`config.mk`:
```
export PLATFORM = sky130hd
export DESIGN_NAME = hamming_fitness
export DESIGN_NICKNAME = d
export VERILOG_FILES = /design/src/rtl/hamming_fitness.sv
export SDC_FILE = /design/constraint.sdc
export NUM_CORES = 1
export LEC_CHECK = 0
export BUFFER_PORTS_ARGS = -buffer_cell sky130_fd_sc_hd__buf_2
export CAP_MARGIN = 0
export CORE_MARGIN = 2
export CORE_UTILIZATION = 30
export CTS_BUF_LIST = sky130_fd_sc_hd__clkbuf_16
export DETAILED_ROUTE_END_ITERATION = 10
export PLACE_DENSITY_LB_ADDON = 0.15
export SLEW_MARGIN = 20
export SYNTH_ARGS = -nofsm -noshare
export SYNTH_HDL_FRONTEND = slang
export SYNTH_SLANG_ARGS = --single-unit
```
`constraint.sdc`:
```
create_clock -name clk -period 1.41 [get_ports clk]
set_input_delay 0.0705 -clock clk [delete_from_list [all_inputs] [get_ports clk]]
set_output_delay 0.0705 -clock clk [all_outputs]
set_load 0.01 [all_outputs]
```
`src/rtl/hamming_fitness.sv`:
```
// hamming_fitness: serial Hamming-distance fitness evaluator for a GA.
// Scores BitsPerCycle bits per cycle with a fixed, data-independent latency.
module hamming_fitness #(
   parameter int IndividualWidth = 32,
   parameter int ErrorWidth      = 32,
   parameter int BitsPerCycle    = 1
) (
   input  logic                       clk,
   input  logic                       rst,
   input  logic                       fitnessStart,
   input  logic [IndividualWidth-1:0] fitnessIndividual,
   input  logic [IndividualWidth-1:0] target,
   output logic                       fitnessFinish,
   output logic [ErrorWidth-1:0]      fitnessError,
   output logic                       busy
);
   localparam int unsigned NumSteps   = IndividualWidth / BitsPerCycle;
   localparam int unsigned LaneCount  = BitsPerCycle;
   localparam int unsigned CountWidth = $clog2(NumSteps + 1);
   localparam int unsigned AccWidth   = $clog2(IndividualWidth + 1);

   localparam logic [1:0] StIdle = 2'd0;
   localparam logic [1:0] StBusy = 2'd1;
   localparam logic [1:0] StDone = 2'd2;

   if ((IndividualWidth % BitsPerCycle) != 0) begin : gWidthCheck
      $error("IndividualWidth must be a multiple of BitsPerCycle");
   end
   if (ErrorWidth < int'(AccWidth)) begin : gErrorWidthCheck
      $error("ErrorWidth too narrow for the maximum Hamming distance");
   end

   logic [1:0]                 state;
   logic                       startPrev;
   logic                       startAccepted;
   logic [IndividualWidth-1:0] diff;
   logic [AccWidth-1:0]        acc;
   logic [AccWidth-1:0]        accNext;
   logic [CountWidth-1:0]      count;

   assign startAccepted = fitnessStart && !startPrev && (state == StIdle);
   assign busy          = (state != StIdle);

   // Popcount of the low lane of the shift register folded into the running sum.
   always_comb begin
      accNext = acc;
      for (int unsigned i = 0; i < LaneCount; i++) begin
         accNext = accNext + AccWidth'(diff[i]);
      end
   end

   always_ff @(posedge clk) begin
      if (rst) begin
         state         <= StIdle;
         startPrev     <= 1'b0;
         diff          <= '0;
         acc           <= '0;
         count         <= '0;
         fitnessFinish <= 1'b0;
         fitnessError  <= '0;
      end else begin
         startPrev     <= fitnessStart;
         fitnessFinish <= 1'b0;
         case (state)
            StIdle: begin
               if (startAccepted) begin
                  diff  <= fitnessIndividual ^ target;
                  acc   <= '0;
                  count <= CountWidth'(NumSteps);
                  state <= StBusy;
               end
            end
            StBusy: begin
               acc   <= accNext;
               diff  <= diff >> BitsPerCycle;
               count <= count - CountWidth'(1);
               // Last lane: publish the sum including this cycle's contribution.
               if (count == CountWidth'(1)) begin
                  fitnessError  <= ErrorWidth'(accNext);
                  fitnessFinish <= 1'b1;
                  state         <= StDone;
               end
            end
            StDone:  state <= StIdle;
            default: state <= StIdle;
         endcase
      end
   end
endmodule

```
[Word level (Yosys, flattened, before mapping)]
Cells that the tools add are included.
Word-level totals
  register bits after elaboration: 54
  input port bits: 67
  output and inout bits: 34
Operators by class
  add/subtract/negate cells: 2
  eq/ne operators: 4
  multiplexer cells: 10
  bitwise operators: 2
  reductions and logical operators: 10
Operators with widths (number)
  $pmux W32 S2: 1
  $mux W32: 1
  $xor A32 B32 Y32: 1
  $pmux W6 S2: 2
  $mux W6: 2
  $add A6 B1 Y6: 1
  $eq A6 B1 Y1 const B: 1
  $reduce_and A2 Y1: 3
  $sub A6 B1 Y6 const B: 1
  $mux W2: 2
  $ne A2 B2 Y1 const B: 2
  $pmux W2 S2: 1
  $reduce_bool A2 Y1: 2
  $eq A2 B1 Y1 const B: 1
  $logic_and A1 B1 Y1: 2
  $logic_not A2 Y1: 1
  $reduce_or A2 Y1: 1
  $logic_not A1 Y1: 1
  $mux W1: 1
  $not A1 Y1: 1

[Depth between registers and ports, before layout]
Gate-level depths: netlist of run 1.
  word-level depth: 5
  mapped depth: 7

[Worst setup path after synthesis of run 1]
OpenSTA, ideal clock, no wires.
  kind: reg-to-reg
  start point: register state[0]
  end point: register diff[25]
  library setup time: 0.128 ns
  data arrival time: 1.195 ns
  setup slack: 0.088 ns
  stages on the path, launching flop included: 8
  clock period less this slack: 1.322 ns
  cell sequence: dfxtp_1 > buf_6 > or2_1 > nor2b_1 > buf_4 > buf_6 > a222oi_1 > nor2_1
Between the ends
  cells in the longest elaborated chain, start to end: 4
Ends and longest elaborated chain
  from (decl): RTL line 33  | logic [1:0] state;
  from (signal assigned): RTL line 54  | state <= StIdle;
  from (signal assigned): RTL line 70  | state <= StBusy;
  from (signal assigned): RTL line 81  | state <= StDone;
  $logic_not A2 Y1: RTL line 41, 64
  $logic_and A1 B1 Y1: RTL line 41  | assign startAccepted = fitnessStart && !startPrev && (state == StIdle);
  $ne A2 B2 Y1 (no source line)
  $reduce_and A2 Y1 (no source line)
  to (signal assigned): RTL line 67  | diff <= fitnessIndividual ^ target;
  to (signal assigned): RTL line 75  | diff <= diff >> BitsPerCycle;
  to (decl): RTL line 36  | logic [IndividualWidth-1:0] diff;
Several ways; a longest one is shown, not always the timed one.
A chain may end at the register's enable or synchronous reset.

[Worst setup path in the final report of run 1]
  start point: register count[3]
  end point: register fitnessError[3]
Between the ends
  cells in the longest elaborated chain, start to end: 2
Ends and longest elaborated chain
  from (decl): RTL line 39  | logic [CountWidth-1:0] count;
  from (signal assigned): RTL line 69  | count <= CountWidth'(NumSteps);
  from (signal assigned): RTL line 76  | count <= count - CountWidth'(1);
  $eq A6 B1 Y1: RTL line 78  | if (count == CountWidth'(1)) begin
  $reduce_and A2 Y1 (no source line)
  to (signal assigned): RTL line 79  | fitnessError <= ErrorWidth'(accNext);
  to (decl): RTL line 14  | output logic [ErrorWidth-1:0] fitnessError,
Every way passes these cells.

==> out/qor.yml, run 1 <==
worst_setup_path:
  endpoint_kind: "register"
  crit_chain: "nor4_4 -> and3_1 -> buf_6 -> nor2_1 -> a211oi_2"
  r2r_slack_ps: 50
  crit_type: "register to register"
  timing.rr.end: "fitnessError[3]"
  reg2reg_depth: 5
  max_stage_delay_ps: 360
  worst-endpoint-arrival_ps: 1570
  cp.required_ps: 1620
  crit_path_start_kind: "register"
  slowest_stage: "dfxtp_4"
  r2r-start: "count[3]"
  critPathMaxFanout: 8
grt:
  grt_pass1_vias: 2096
  grt_overflow_total: 0
  grt_max_degree: 29
  grt_first_pass_wirelength_um: 9650
  antenna_found_initial: 0
  grt_usage_pct: 12.0
cts:
  h-tree-depth: 2
  cts_buffer_depth: 2
  cts_hold_buf: 0
  cts_root_buf: "clkbuf_16"
  numCtsBuffers: 5
  insertion_delay_ps: 290
  cts.sinks: 54
  clkTransAtPathRegs_ps: 70
  cts_tree: "done"
sta:
  finalWorstSetupSlack_ps: 54.6
  max_freq_mhz: 738
  maxSlewViolCount: 0
  relSlewSlack_pct: 61.6
  period_share_pct: 96.1
  setup_viol: 0
  whs_ps: 23.4
  worst_slew_pin_slew_ps: 577
  finClkSkew_ps: 3.34
  period_needed_ps: 1360
  finalHoldViolCount: 0
placed_design:
  placed_cells: 455
  place_ws_ps: 59.8
  place_hpwl_um: 4060
  place_congestion: 0.682
  io_buffers: 74
  post_dp_cell_area_um2: 3080
die:
  core.rowCount: 34
  dieArea_um2: 9640
  coreArea_um2: 8680
  top_level_ports: 101
  die_h_um: 98.2
  initial_core_util_pct: 30.7
  fp.dieW_um: 98.2
synth:
  ys_ff_latch: 54
  syn_inst: 280
  ys_types: 35
  syn_avg_cell_area_um2: 9.50
  yosys_warnings: 0
  syn-cell-area_um2: 2660
  seq_area_frac_synth_pct: 40.6
power:
  leakage_nw: 1.45
  p_comb_share_pct: 19.8
  ir_drop_v: 0.000501
  p_clk_share_pct: 32.8
  switchingPower_uw: 989
  intPower_mw: 2.62
  swShare_pct: 27.4
  power.density_nw_per_um2: 1100
  power_frac_seq_pct: 47.5
final_layout:
  seqCellArea_um2: 1090
  drive_above_1_share_pct: 33.0
  fin_cells: 466
  syn_to_final_growth_pct: 23.5
  multi_input_area_um2: 1360
  fillerInstances: 906
  antenna_cells: 0
  finalInstanceArea_um2: 3280
  utilization_pct: 37.8
  nets: 429
hold_path:
  worstHoldPathType: "primary input to register"
  whs_endpoint: "startPrev"
  whs_path_depth: 2
  hp-start: "fitnessStart"
drt:
  drt_iter0_markers: 186
  viasPerCell: 4.69
  wl_um: 5800
  drc: 0
  first_pass_iters: 6
  route.vias.total: 2184
  ant_nets: 0
  wl_per_cell_um: 12.5
outcome:
  status: "complete, no violations"
job:
  drv_cap: 0
## power by group through the flow
| stage | sequential (mW) | clock (mW) | combinational, mW |
|---|---|---|---|
| 2_1_floorplan | 1.72 | 0 | 0.518 |
| 3_3_place_gp | 1.74 | 0 | 0.675 |
| 3_5_place_dp | 1.74 | 0 | 0.682 |
| 4_1_cts | 1.71 | 1.22 | 0.686 |
| 5_1_grt | 1.72 | 1.28 | 0.795 |
| 6_report | 1.71 | 1.18 | 0.713 |
## worst max-delay path: cells and delay by family, from the launching register on
kind | cells | cell delay, ps
AND/OR/NAND/NOR | 3 | 600
AO/OA/AOI/OAI | 1 | 180
buffers and inverters | 1 | 140
flip-flops | 1 | 360
## synthesized netlist by cell type, drive strengths merged
cell type	number	share of area [%]
nand2b	1	0.24
inv	5	0.71
ha	4	1.9
o21a	1	0.28
o31ai	1	0.28
or2	1	0.24
o211ai	2	0.56
a21oi	8	1.5
buf	40	11
a22oi	3	0.85
nor2b	4	1.1
xnor2	4	1.3
o2111ai	1	0.33
nand3	3	0.56
nand2	9	1.3
nor2	46	6.5
a222oi	31	12
o21ai	3	0.71
nor3	5	0.94
xor2	36	12
conb	1	0.14
a311oi	1	0.33
a211oi	5	2.0
nand3b	1	0.28
and3	2	0.47
clkbuf	6	0.85
dfxtp	54	41
nor4	2	1.0
## state kept, by name, summed over array words and instances, names as in the netlist
register / flops
diff: 32
acc: 6
count: 6
fitnessError: 6
state: 2
fitnessFinish: 1
startPrev: 1
## final cells by class
class | count | area share, %
multi-input combinational | 200 | 41.3
sequential | 54 | 33.2
timing repair buffer | 92 | 16.7
tap | 108 | 4.11
clock buffer | 5 | 3.81
inverter | 5 | 0.571
clock inverter | 2 | 0.343
## worst max-delay path by stage
| stage | slack (ps) | cells past startpoint | start | to |
|---|---|---|---|---|
| after floorplan | 90 | 7 | state[0] | diff[25] |
| after global placement | 80 | 5 | state[0] | fitnessError[5] |
| after detailed placement | 60 | 5 | count[4] | fitnessError[3] |
| after CTS | 40 | 5 | count[4] | fitnessError[2] |
| after global routing | -5 | 5 | count[3] | fitnessError[3] |
| final | 50 | 5 | count[3] | fitnessError[3] |
## cell families after synthesis
| group | count (synthesis) | share of synthesized area (%) |
|---|---|---|
| DFF | 54 | 40.6 |
| AOI/OAI and AO/OA | 56 | 18.5 |
| xor gates and xnor gates | 40 | 13.2 |
| adders and majority gates | 4 | 1.88 |
| other | 1 | 0.141 |
| buffers and inverters | 51 | 13.0 |
| and+or+nand+nor | 74 | 12.7 |
## stage by stage
| step | TNS [ps] | power [mW] |
|---|---|---|
| final | 0 | 3.60 |
| after global routing | -5.84 | 3.80 |
| after CTS | 0 | 3.61 |
| after detailed placement | 0 | 2.42 |
| after global placement | 0 | 2.41 |
| after floorplan | 0 | 2.24 |
## layer usage
layer  part of all wire [%]  GRT usage [%]  vias up
met2                     46           20.5       64
met1                     48           15.6     1005
li1                       -              -     1110
met3                    5.0           2.72        5
met5                      0              0        -
met4                   0.86           2.53        0
## repair_timing
action,4_1_cts,5_1_grt
endpoints found under the hold margin,0,0
gates resized for setup,0,15
buffers inserted,0,3
setup endpoints to repair,0,38
## layout by cell type (no fill, tap or decap), types with 2 or more instances in the layout
cell type   n
nand3_1     3
a222oi_1   31
dfxtp_2     5
a211oi_2    4
xor2_1     36
a22oi_1     3
buf_12      3
and3_1      2
clkbuf_16   5
o211ai_1    2
buf_2      75
ha_1        2
dfxtp_1    48
ha_2        2
conb_1     26
nor2_1     46
inv_1       5
a21oi_1     8
nor2b_2     2
nand2_1     9
buf_4      12
o21ai_0     2
nor3_1      5
buf_6       2
xnor2_1     4
(Power assumes the default switching activity.)
==> inputs of run 2 (changes only) <==
--- a/config.mk
+++ b/config.mk
@@ -6,12 +6,13 @@
 export NUM_CORES = 1
 export LEC_CHECK = 0
 export BUFFER_PORTS_ARGS = -buffer_cell sky130_fd_sc_hd__buf_2
-export CAP_MARGIN = 0
+export CAP_MARGIN = 20
 export CORE_MARGIN = 2
 export CORE_UTILIZATION = 30
 export CTS_BUF_LIST = sky130_fd_sc_hd__clkbuf_16
 export DETAILED_ROUTE_END_ITERATION = 10
 export PLACE_DENSITY_LB_ADDON = 0.15
+export RECOVER_POWER = 100
 export SLEW_MARGIN = 20
 export SYNTH_ARGS = -nofsm -noshare
 export SYNTH_HDL_FRONTEND = slang
==> constraint.sdc (replaced) <==
create_clock -name clk -period 1.41 [get_ports clk]
set_input_delay 0.141 -clock clk [delete_from_list [all_inputs] [get_ports clk]]
set_output_delay 0.141 -clock clk [all_outputs]
set_load 0.01 [all_outputs]
==> out/qor.yml, run 2 (same netlist as run 1, synthesis figures left out) <==
placed_design:
  io_buffers: 74
  place_hpwl_um: 4080
  place_congestion: 0.729
sta:
  period_share_pct: 93.9
  period_needed_ps: 1320
  whs_ps: 103
  finClkSkew_ps: 8.27
  finalHoldViolCount: 0
  max_freq_mhz: 755
  maxSlewViolCount: 0
  finalSetupTns_ps: 0
  setup_viol: 0
  rsz0062_at_grt: "no"
worst_setup_path:
  critPathMaxFanout: 8
  max_stage_delay_ps: 390
  path_delay_family: "flip-flops"
  cp.required_ps: 1580
  critPathLaunch: "count[1]"
  crit_chain: "inv_1 -> ha_1 -> and3_1 -> buf_6 -> nor2_1 -> a211oi_2"
  critical_path_buf_inv_count: 2
  worst-endpoint-arrival_ps: 1490
  crit_type: "register to register"
  crit_path_start_kind: "register"
  endpoint_kind: "register"
  slowest_stage: "dfxtp_1"
  r2r-start: "count[1]"
grt:
  grt_overflow_total: 0
  grt_first_pass_wirelength_um: 9630
  antenna_found_initial: 0
  grt_pass1_vias: 2129
  grt_max_degree: 33
  grt_usage_pct: 12.2
die:
  die_h_um: 98.2
  fp.dieW_um: 98.2
  core.rowCount: 34
  top_level_ports: 101
  dieArea_um2: 9640
  initial_core_util_pct: 30.7
  coreArea_um2: 8680
cts:
  insertion_delay_ps: 290
  numCtsBuffers: 5
  clkTransAtPathRegs_ps: 70
  cts_tree: "done"
  cts.sinks: 54
  h-tree-depth: 2
  cts_root_buf: "clkbuf_16"
  cts_hold_buf: 0
  cts_buffer_depth: 2
final_layout:
  fillerInstances: 914
  nets: 426
  largest_reg_flops: 32
  layout_commonest_cell: "buf_2"
  drive_above_1_share_pct: 28.5
  antenna_cells: 0
  syn_to_final_growth_pct: 22.1
  max_flop_register: "diff"
  layout_common_cells: "67 x buf_2, 51 x dfxtp_1, 46 x nor2_1, 36 x xor2_1, 31 x a222oi_1"
power:
  power_frac_seq_pct: 47.2
  swShare_pct: 27.8
  leakage_nw: 1.40
  ir_drop_v: 0.000489
  p_comb_share_pct: 19.4
  power.density_nw_per_um2: 1110
  intPower_mw: 2.61
  p_clk_share_pct: 33.4
  switchingPower_mw: 1.01
drt:
  viasPerCell: 4.76
  ant_nets: 0
  wl_um: 5880
  wl_per_cell_um: 12.7
  first_pass_iters: 6
  route.vias.total: 2206
  drc: 0
  drt_iter0_markers: 170
hold_path:
  worstHoldPathType: "primary input to register"
  hp-start: "fitnessStart"
outcome:
  status: "complete, no violations"
job:
  drv_cap: 0
-- run 2: final cells by class --
type	count	area [µm²]	share of cell area, %
timing repair buffer	89	524	16.1
tap	108	135	4.16
clock buffer	5	125	3.85
clock inverter	2	13.8	0.424
multi-input combinational	200	1350	41.4
sequential	54	1080	33.4
inverter	5	18.8	0.578
-- run 2: worst paths after layout --
kind	end	cells after the start	slack, ps
setup / recovery	fitnessError[3]	6	90
hold / removal	startPrev	2	100
setup reg to reg	fitnessError[3]	6	90
hold reg to reg	fitnessError[1]	2	460
-- run 2: power by group through the flow --
stage / combinational [mW] / clock, mW / sequential [mW]
final: 0.700 / 1.21 / 1.71
after floorplan: 0.518 / 0 / 1.72
after detailed placement: 0.689 / 0 / 1.74
after global placement: 0.681 / 0 / 1.74
after CTS: 0.692 / 1.25 / 1.70
after global routing: 0.784 / 1.32 / 1.72
-- run 2: what timing repair did --
action	4_1_cts	5_1_grt
resized for setup	0	8
setup buffers	0	1
setup endpoints to repair	0	21
-- run 2: per-stage QoR --
stage / setup WS, ps / utilization, % / instances / total power [mW] / area [µm²]
finish: 85.9 / 37.4 / 463 / 3.62 / 3250
global route: 1.36 / 37.4 / 463 / 3.82 / 3250
CTS: 6.98 / 37.2 / 462 / 3.64 / 3230
detailed placement: 29.3 / 35.6 / 455 / 2.43 / 3090
global placement: 77.0 / 35.6 / 455 / 2.42 / 3090
floorplan: 87.7 / - / 305 / 2.24 / 2750
-- run 2: metal layers --
| layer | vias up | wire length, µm | global-route usage [%] | share of wire, % |
|---|---|---|---|---|
| met5 | - | 0 | 0 | 0 |
| met3 | 6 | 318 | 3.01 | 5.4 |
| met1 | 1022 | 2610 | 14.8 | 44 |
| met4 | 0 | 53 | 3.16 | 0.90 |
| li1 | 1103 | - | - | - |
| met2 | 75 | 2900 | 21.5 | 49 |
==> inputs of run 3 (changes only) <==
--- a/config.mk
+++ b/config.mk
@@ -5,12 +5,12 @@
 export SDC_FILE = /design/constraint.sdc
 export NUM_CORES = 1
 export LEC_CHECK = 0
-export BUFFER_PORTS_ARGS = -buffer_cell sky130_fd_sc_hd__buf_2
 export CAP_MARGIN = 20
 export CORE_MARGIN = 2
-export CORE_UTILIZATION = 30
+export CORE_UTILIZATION = 45
 export CTS_BUF_LIST = sky130_fd_sc_hd__clkbuf_16
 export DETAILED_ROUTE_END_ITERATION = 10
+export DONT_BUFFER_PORTS = 1
 export PLACE_DENSITY_LB_ADDON = 0.15
 export RECOVER_POWER = 100
 export SLEW_MARGIN = 20
==> out/qor.yml, run 3 (same netlist as run 1, synthesis figures left out) <==
sta:
  period_needed_ps: 1380
  setup_viol: 0
  rsz0062_at_grt: "yes"
  finClkSkew_ps: 3.13
  max_freq_mhz: 726
  finalWorstSetupSlack_ps: 32.4
  period_share_pct: 97.7
  maxSlewViolCount: 0
  whs_ps: -76.4
  finalHoldViolCount: 53
drt:
  drt_iter0_markers: 207
  wl_um: 5330
  ant_nets: 0
  viasPerCell: 5.46
  route.vias.total: 1960
  drc: 0
  first_pass_iters: 6
  wl_per_cell_um: 14.8
worst_setup_path:
  max_stage_delay_ps: 360
  crit_type: "register to register"
  r2r_slack_ps: 30
  r2r-start: "acc[0]"
  crit_path_start_kind: "register"
  worst-endpoint-arrival_ps: 1590
  reg2reg_depth: 5
  timing.rr.end: "fitnessError[5]"
  cp.required_ps: 1620
  crit_chain: "ha_4 -> and3_2 -> nand3_1 -> xnor2_1 -> a211oi_2"
  slowest_stage: "dfxtp_2"
  critPathLaunch: "acc[0]"
  critPathMaxFanout: 4
  endpoint_kind: "register"
final_layout:
  seqCellArea_um2: 1090
  nets: 354
  layout_commonest_cell: "dfxtp_1"
  multi_input_area_um2: 1400
  syn_to_final_growth_pct: 12.3
  max_flop_register: "diff"
  largest_reg_flops: 32
  drive_above_1_share_pct: 15.8
  antenna_cells: 0
  fillerInstances: 576
  layout_common_cells: "50 x dfxtp_1, 46 x nor2_1, 36 x xor2_1, 31 x a222oi_1, 26 x conb_1"
cts:
  cts_buffer_depth: 2
  h-tree-depth: 2
  numCtsBuffers: 5
  insertion_delay_ps: 290
  cts_tree: "done"
  cts_root_buf: "clkbuf_16"
  cts.sinks: 54
  clkTransAtPathRegs_ps: 70
  cts_hold_buf: 1
power:
  ir_drop_v: 0.000788
  power.density_nw_per_um2: 1240
  leakage_nw: 1.17
die:
  core.rowCount: 28
  initial_core_util_pct: 45.7
  coreArea_um2: 5820
  dieArea_um2: 6540
  fp.dieW_um: 80.9
  die_h_um: 80.9
  top_level_ports: 101
hold_path:
  worstHoldPathType: "primary input to register"
  hp-start: "rst"
  whs_path_depth: 1
  whs_endpoint: "diff[4]"
grt:
  grt_usage_pct: 15.4
  grt_pass1_vias: 1755
  grt_max_degree: 56
  grt_first_pass_wirelength_um: 8000
  grt_overflow_total: 0
  antenna_found_initial: 0
outcome:
  violations: "hold timing"
  status: "finished with violations"
placed_design:
  place_hpwl_um: 3320
  place_congestion: 0.702
  place_ws_ps: 20.0
  io_buffers: 0
job:
  drv_cap: 0
-- run 3: cell types whose count changed in the layout (fill, tap and decap cells not counted), sizes merged --
cell / delta
buf: -66
clkbuf: -7
bufinv: +1
dlygate4sd3: +1
-- run 3: stage by stage --
stage | util (%) | instances | cell area, µm² | TNS, ps | power, mW
4_1_cts | 49.0 | 356 | 2850 | 0 | 3.69
6_report | 51.4 | 359 | 2990 | 0 | 3.71
5_1_grt | 51.4 | 359 | 2990 | -65.5 | 3.91
3_5_place_dp | 45.9 | 347 | 2670 | 0 | 2.31
2_1_floorplan | - | 305 | 2750 | 0 | 2.24
3_3_place_gp | 45.9 | 347 | 2670 | 0 | 2.30
-- run 3: metal layers --
| layer | up-vias | GRT usage, % | part of all wire (%) |
|---|---|---|---|
| met1 | 920 | 19.5 | 43 |
| met3 | 5 | 3.44 | 5.8 |
| met5 | - | 0 | 0 |
| met4 | 0 | 3.56 | 0.68 |
| li1 | 962 | - | - |
| met2 | 73 | 26.8 | 50 |
-- run 3: worst max path at each step --
stage	endpoint	slack [ps]	cells past startpoint
4_1_cts	fitnessError[4]	40	6
2_1_floorplan	diff[25]	90	7
6_report	fitnessError[5]	30	5
3_5_place_dp	fitnessError[2]	20	4
5_1_grt	acc[5]	-30	5
3_3_place_gp	fitnessError[5]	40	4
-- run 3: cell type report --
| type | instances | share of cell area (%) |
|---|---|---|
| multi-input cells | 200 | 46.8 |
| clock inverters | 3 | 1.42 |
| flip-flops and latches | 54 | 36.4 |
| well taps | 75 | 3.14 |
| clock buffers | 5 | 4.19 |
| inverters | 5 | 0.628 |
| repair buffers | 17 | 7.33 |
-- run 3: report_power, final --
part | internal, mW | switching (mW)
clock network | 0.838 | 0.543
logic | 0.312 | 0.309
registers | 1.63 | 0.0851
total | 2.78 | 0.937
-- run 3: timing repair --
item,4_1_cts,5_1_grt
pin swaps,0,6
resized for setup,1,20
endpoints found under the hold margin,54,53
buffers inserted,0,1
setup endpoints to repair,2,17
cloned,0,2
-- run 3: critical path, delay by kind of cell, from the launching register on --
family | cells | cell delay, ps
compound gates | 1 | 200
flops | 1 | 360
fa+ha+maj | 1 | 150
xor+xnor | 1 | 190
simple gates | 2 | 410
